**config.mk**
```make
export PLATFORM = sky130hd
export DESIGN_NAME = enigma_rotor_stream
export DESIGN_NICKNAME = d
export VERILOG_FILES = /design/src/rtl/enigma_rotor_stream.sv
export SDC_FILE = /design/constraint.sdc
export NUM_CORES = 1
export LEC_CHECK = 0
export BUFFER_PORTS_ARGS = -buffer_cell sky130_fd_sc_hd__buf_2
export CORE_MARGIN = 10
export CORE_UTILIZATION = 35
export DETAILED_ROUTE_END_ITERATION = 7
export RECOVER_POWER = 25
export REMOVE_ABC_BUFFERS = 1
export SLEW_MARGIN = 40
export SYNTH_ARGS = -nofsm -noshare
export SYNTH_HDL_FRONTEND = slang
export SYNTH_SLANG_ARGS = --single-unit
```
**constraint.sdc**
```tcl
create_clock -name clk -period 2.2 [get_ports clk]
set_input_delay 0.22 -clock clk [delete_from_list [all_inputs] [get_ports clk]]
set_output_delay 0.22 -clock clk [all_outputs]
set_load 0.01 [all_outputs]
```
**src/rtl/enigma_rotor_stream.sv**
```systemverilog
// enigma_rotor_stream: stepping multi-rotor, self-reciprocal letter cipher on a valid/ready byte stream.
// Default stepping is an odometer; define ENIGMA_NOTCH_EN for historical notch turnover with double step.

module enigma_rotor_stream #(
  parameter int N_ROTORS = 3,
  parameter int POS_W    = 5
) (
  input  logic                      clk,
  input  logic                      rst_n,
  input  logic                      load,
  input  logic [N_ROTORS*POS_W-1:0] load_pos,
  input  logic                      in_valid,
  output logic                      in_ready,
  input  logic [7:0]                in_data,
  output logic                      out_valid,
  input  logic                      out_ready,
  output logic [7:0]                out_data,
  output logic [N_ROTORS*POS_W-1:0] pos
);

  typedef logic [25:0][4:0] wiring_t;

  if (N_ROTORS < 1 || N_ROTORS > 3 || POS_W != 5) begin : g_bad_cfg
    $error("enigma_rotor_stream: N_ROTORS must be 1..3 and POS_W must be 5");
  end

  // Entry i of a wiring string maps letter i to the letter at that position.
  function automatic wiring_t to_wiring(input logic [8*26-1:0] s);
    logic [8*26-1:0] t;
    wiring_t         w;
    t = s;
    w = '0;
    for (int i = 0; i < 26; i++) begin
      w = {5'(t[8*26-1 -: 8] - 8'h41), w[25:1]};
      t = t << 8;
    end
    return w;
  endfunction

  function automatic wiring_t invert(input wiring_t w);
    wiring_t inv;
    inv = '0;
    for (int i = 0; i < 26; i++) begin
      inv[w[5'(i)]] = 5'(i);
    end
    return inv;
  endfunction

  function automatic logic [4:0] add26(input logic [4:0] a, input logic [4:0] b);
    logic [5:0] s;
    s = {1'b0, a} + {1'b0, b};
    return (s >= 6'd26) ? 5'(s - 6'd26) : s[4:0];
  endfunction

  function automatic logic [4:0] sub26(input logic [4:0] a, input logic [4:0] b);
    return (a >= b) ? 5'(a - b) : 5'({1'b0, a} + 6'd26 - {1'b0, b});
  endfunction

  function automatic logic [4:0] inc26(input logic [4:0] p);
    return (p == 5'd25) ? 5'd0 : 5'(p + 5'd1);
  endfunction

  // One rotor pass: shift into the rotor frame, wire, shift back out.
  function automatic logic [4:0] rotor_stage(input wiring_t w, input logic [4:0] x,
                                             input logic [4:0] p);
    return sub26(w[add26(x, p)], p);
  endfunction

  localparam logic [2:0][25:0][4:0] ROT_FWD = {
    to_wiring("EKMFLGDQVZNTOWYHXUSPAIBRCJ"),
    to_wiring("AJDKSIRUXBLHWTMCQGZNPYFVOE"),
    to_wiring("BDFHJLCPRTXVZNYEIWGAKMSUQO")
  };
  localparam logic [2:0][25:0][4:0] ROT_BWD = {
    invert(ROT_FWD[2]), invert(ROT_FWD[1]), invert(ROT_FWD[0])
  };
  localparam wiring_t REFLECTOR = to_wiring("YRUHQSLDPXNGOKMIEBFZCWVJAT");

`ifdef ENIGMA_NOTCH_EN
  localparam logic [4:0] NOTCH_0 = 5'd21;  // 'V'
  localparam logic [4:0] NOTCH_1 = 5'd4;   // 'E'
`endif

  logic [N_ROTORS-1:0][4:0] r_pos;
  logic                     r_out_valid;
  logic [7:0]               r_out_data;

  logic [2:0][4:0]          w_cur3;
  logic [2:0][4:0]          w_next3;
  logic [2:0]               w_step;
  logic [N_ROTORS-1:0][4:0] w_next_pos;
  logic                     w_is_letter;
  logic                     w_accept;
  logic [7:0]               w_cipher;

  // Unused rotor slots read as 'A' so the stepping and cipher logic can always assume three.
  for (genvar g = 0; g < 3; g++) begin : g_slot
    if (g < N_ROTORS) begin : g_live
      assign w_cur3[g] = r_pos[g];
    end else begin : g_absent
      assign w_cur3[g] = 5'd0;
    end
  end

  assign in_ready    = !load && (!r_out_valid || out_ready);
  assign w_accept    = in_valid && in_ready;
  assign w_is_letter = (in_data >= 8'h41) && (in_data <= 8'h5A);

  always_comb begin
`ifdef ENIGMA_NOTCH_EN
    w_step[0] = 1'b1;
    w_step[1] = (w_cur3[0] == NOTCH_0) || ((N_ROTORS >= 3) && (w_cur3[1] == NOTCH_1));
    w_step[2] = (w_cur3[1] == NOTCH_1);
`else
    w_step[0] = 1'b1;
    w_step[1] = (w_cur3[0] == 5'd25);
    w_step[2] = w_step[1] && (w_cur3[1] == 5'd25);
`endif
    for (int k = 0; k < 3; k++) begin
      w_next3[2'(k)] = w_step[2'(k)] ? inc26(w_cur3[2'(k)]) : w_cur3[2'(k)];
    end
  end

  assign w_next_pos = w_next3[N_ROTORS-1:0];

  // Encryption uses the already-stepped positions.
  always_comb begin
    logic [4:0] x;
    // NOTE: every combinational output gets a value on every path, so no latch is inferred.
    x = 5'(in_data - 8'h41);
    for (int k = 0; k < 3; k++) begin
      if (k < N_ROTORS) x = rotor_stage(ROT_FWD[2'(k)], x, w_next3[2'(k)]);
    end
    x = REFLECTOR[x];
    for (int k = 2; k >= 0; k--) begin
      if (k < N_ROTORS) x = rotor_stage(ROT_BWD[2'(k)], x, w_next3[2'(k)]);
    end
    w_cipher = w_is_letter ? (8'(x) + 8'h41) : in_data;
  end

  always_ff @(posedge clk or negedge rst_n) begin
    if (!rst_n) begin
      // NOTE: state updates use non-blocking assignments so all registers see pre-edge values.
      r_out_valid <= 1'b0;
      r_out_data  <= 8'h00;
      r_pos       <= '0;
    end else begin
      if (w_accept) begin
        r_out_valid <= 1'b1;
        r_out_data  <= w_cipher;
        if (w_is_letter) r_pos <= w_next_pos;
      end else if (out_ready) begin
        r_out_valid <= 1'b0;
      end
      if (load) r_pos <= load_pos;
    end
  end

  assign out_valid = r_out_valid;
  assign out_data  = r_out_data;
  assign pos       = r_pos;

endmodule

```
Yosys cells after proc, flatten, opt, wreduce, memory -nomap -nowiden --
Cells that the tools add are included.
Storage, ports and cells: flip-flop bits (word level) 24, latch bits 0, RAM bits 0, ROM bits 0, bits of input ports 28, output and inout bits 25, logic and storage cells 32, memories kept 0
Operators by class: $add $sub $neg 2, multipliers 0, divide/modulo/power cells 0, order comparisons 2, eq/ne operators 2, shift-type cells 0, muxes and demuxes 9, bitwise gates (word level) 0, reduce and logical (&&, ||, !) cells 12
Operator list (count):
- $mux W15 | 3
- $mux W5 | 3
- $add A5 B1 Y5 const B | 2
- $eq A5 B5 Y1 const B | 2
- $ge A8 B7 Y1 const B | 1
- $le A8 B7 Y1 const B | 1
- $mux W8 | 1
- $reduce_bool A2 Y1 | 4
- $logic_and A1 B1 Y1 | 3
- $reduce_and A3 Y1 | 1
- $logic_not A1 Y1 | 2
- $mux W1 | 2
- $reduce_and A2 Y1 | 1
- $logic_or A1 B1 Y1 | 1

Depth between registers and ports, before layout --
depth after elaboration 6, mapped depth 6, depth with buffers taken out 6

Worst setup path before layout --
No wires, ideal clock.
path kind reg2reg, start point reg r_out_valid, in the netlist out_valid, end point reg r_out_data[3], in the netlist out_data[3], data arrival time 1.417 ns, slack 0.656 ns, stages on the path, launching flop included 5, buffers on the path 0, period minus slack after synthesis 1.544 ns, cell sequence dfrtp_1 -> nand2b_1 -> nor2b_1 -> nand2_1 -> mux2_1
Between the ends: cells in the longest elaborated chain, start to end 4
Ends and longest elaborated chain:
- start, declared | line 85 | logic r_out_valid;
- start signal, assigned | line 144 | r_out_valid <= 1'b0;
- start signal, assigned | line 149 | r_out_valid <= 1'b1;
- start signal, assigned | line 153 | r_out_valid <= 1'b0;
- $logic_not A1 Y1 | line 105 | assign in_ready = !load && (!r_out_valid || out_ready);
- $logic_or A1 B1 Y1 | line 105
- $logic_and A1 B1 Y1 | line 105
- named net in_ready | line 13 | output logic in_ready,
- $logic_and A1 B1 Y1 | line 106 | assign w_accept = in_valid && in_ready;
- end signal, assigned | line 150 | r_out_data <= w_cipher;
- end, declared | line 86 | logic [7:0] r_out_data;
The timed path passes the listed nets, and every way through them passes these cells. A chain may end at the register's enable or synchronous reset.

Worst setup path in the final report --
start point reg r_pos, in the netlist pos[1], end point reg r_pos, in the netlist pos[7]
Between the ends: cells in the longest elaborated chain, start to end 3
Ends and longest elaborated chain:
- start, declared | line 84 | logic [N_ROTORS-1:0][4:0] r_pos;
- start signal, assigned | line 151 | if (w_is_letter) r_pos <= w_next_pos;
- start signal, assigned | line 155 | if (load) r_pos <= load_pos;
- $eq A5 B5 Y1 | line 116 | w_step[1] = (w_cur3[0] == 5'd25);
- $reduce_bool A2 Y1 (no line)
- $reduce_and A3 Y1 (no line)
Every way passes these cells.

==> flow_metrics.env <==
export IMPL_maxCapViolCount=0
export IMPL_synthToLayoutAreaGrowth_pct=29.59
export IMPL_vias_per_cell=5.367
export IMPL_r2r_end="pos[7]"
export IMPL_clk_latency_ps=270
export IMPL_critPathKind="flip-flop to flip-flop"
export IMPL_post_place_ws_ps=499.1
export IMPL_die_y_um=80.80
export IMPL_gp_congestion=0.8363
export IMPL_vdd_drop_max_mv=0.3747
export IMPL_drt_first_pass_iters=4
export IMPL_yosysTopAreaCell="dfrtp_1"
export IMPL_ys_warnings_count=5
export IMPL_grt_antenna_before_repair=0
export IMPL_p_per_area_mw_per_mm2=817.5
export IMPL_finalHoldViolCount=0
export IMPL_synth_flop_cell="dfrtp_1"
export IMPL_detail_route_antenna_nets=0
export IMPL_synthArstFlopShare=1.000
export IMPL_grt_use_total=0.1036
export IMPL_clk_path_buf_depth=2
export IMPL_dpl_instance_area_mm2=0.001597
export IMPL_slew_viol_final=0
export IMPL_cts_root_buf="clkbuf_8"
export IMPL_period_needed_ps=1673
export IMPL_netlist_cell_type_count=42
export IMPL_ys_top_cells_by_count="dfrtp_1, mux2_2, a22o_1"
export IMPL_relSlewSlack=0.1544
export IMPL_status="finished, final reports clean"
export IMPL_core_area_mm2=0.003606
export IMPL_hold_class="input pin to flip-flop"
export IMPL_fp_row_count=22
export IMPL_port_buffers=52
export IMPL_ctsResizeCount=0
export IMPL_leakage_nw=0.7643
export IMPL_yosysMostFrequentCell="dfrtp_1"
export IMPL_nNetsFinal=192
export IMPL_grt_overflow_total=0
export IMPL_r2r_start="pos[1]"
export IMPL_rsz0062_at_grt="false"
export IMPL_grt_pass1_wl_um=5547
export IMPL_fin_area_mm2=0.001677
export IMPL_n_antenna_cell=0
export IMPL_drive_gt1_frac=0.4591
export IMPL_worstPathRequired_ps=2330
export IMPL_clkTransAtPathRegs_ps=90
export IMPL_hold_path_depth=2
export IMPL_drt_iter0_markers=91
export IMPL_arrival_ps=1800
export IMPL_power_mw=1.371
export IMPL_wl_per_cell_um=16.51
export IMPL_avgSynthCellArea_um2=12.32
export IMPL_drc=0
export IMPL_crit_path_end_kind="flip-flop"
export IMPL_cts_setup_buffers=0
export IMPL_ys_seq_elements=24
export IMPL_hpwl_um=2731
export IMPL_grt_pass1_vias=1163
export IMPL_fin_setup_tns_ps=0
export IMPL_hold_buffers=1
export IMPL_fmax_ghz=0.5978
export IMPL_path_max_fanout=8
export IMPL_holdPathEnd="pos[12]"
export IMPL_grt_max_degree=25
export IMPL_synth_top_area_frac=0.4642
export IMPL_tritoncts_num_sinks=24
export IMPL_synth_edf_count=0
export IMPL_vias=1111
export IMPL_setup_violations=0
export IMPL_cts_tree="done"
export IMPL_worst_slack_ps=527.1
export IMPL_cts_buffers=3
export IMPL_fin_crit_sh=0.7604
export IMPL_reg2reg_depth=5
export IMPL_ys_seq_area_frac=0.4642
export IMPL_worst_slew_pin_slew_ps=1268
export IMPL_io_pins=53
export IMPL_htree_levels=1
export IMPL_r2r_slack_ps=530
export IMPL_cp_start_kind="flip-flop"
export IMPL_initial_core_util=0.3588
export IMPL_hold_start="load_pos[12]"
export IMPL_skew_ps=6.589
export IMPL_die_w_um=80.80
export IMPL_syn_area_mm2=0.001294
export IMPL_routed_wirelength_um=3417
export IMPL_synthTopCellsByArea="dfrtp_1, mux2_2, ha_1"
export IMPL_die_area_mm2=0.006529
export IMPL_synthCells=105
==> area by class of cell <==
cell class	instances	area (um^2)
clock buffer	3	41.29
clock inverter	1	30.03
fill	352	1929
inverter	3	11.26
multi-input combinational	74	656.9
sequential	24	600.6
tap	48	60.06
timing repair buffer	54	276.5
==> how the worst max path moves through the flow <==
| stage | slack (ps) | cells past startpoint | end | from |
|---|---|---|---|---|
| 2_1_floorplan | 660 | 4 | out_data[3] | out_valid |
| 3_3_place_gp | 540 | 5 | pos[1] | load |
| 3_5_place_dp | 500 | 5 | pos[1] | load |
| 4_1_cts | 540 | 5 | pos[5] | pos[1] |
| 5_1_grt | 330 | 2 | out_data[3] | rst_n |
| 6_report | 530 | 5 | pos[7] | pos[1] |
==> power by group <==
part	internal (mW)	total, mW	switching, mW	leakage [nW]
Sequential	0.521	0.598	0.0775	0.289
Clock	0.243	0.387	0.144	0.0357
Combinational	0.186	0.385	0.199	0.440
Total	0.949	1.37	0.421	0.764
==> cells by family after synthesis <==
kind of cell    Yosys count  share of synthesized area
buf+inv                   7                    0.02804
flops                    24                     0.4642
fa+ha+maj                 4                    0.03869
xor+xnor                  2                    0.01354
mux                      10                    0.08608
simple gates             28                     0.1441
compound gates           30                     0.2254
==> cell usage in the layout (no fill, tap or decap), types with 3 or more instances in the layout <==
cell,n
inv_1,3
a21oi_1,3
clkbuf_8,3
a22o_1,5
dfrtp_1,24
mux2_2,7
ha_1,4
o31ai_1,4
nand2_1,4
nor4_1,4
buf_2,51
a221o_1,4
nand3_1,4
o41ai_1,3
==> worst max-delay path: stages (launching register included) <==
cell and delay (ps):
dfrtp_1 440, inv_1 80, ha_1 190, a41oi_2 240
o41ai_1 450, o31ai_1 140
==> flip-flops by register name, summed over array words and instances, names as in the netlist <==
name,cells
pos,15
out_valid,1
out_data,8
==> per-stage QoR <==
step,std cells,hold slack (ps),util
finish,207,176.7,0.4650
global route,207,177.2,0.4650
CTS,207,173.8,0.4653
detailed placement,202,238.0,0.4427
global placement,202,227.3,0.4427
floorplan,101,-75.59,-
==> per-layer routing <==
metal	routed length [um]	GRT usage	vias up
met2	1677	0.1752	36
met1	1424	0.1200	548
li1	-	-	525
met4	36	0.04325	0
met3	279	0.02980	2
met5	0	0	-
Note: power is estimated with default switching activity, not from simulation.
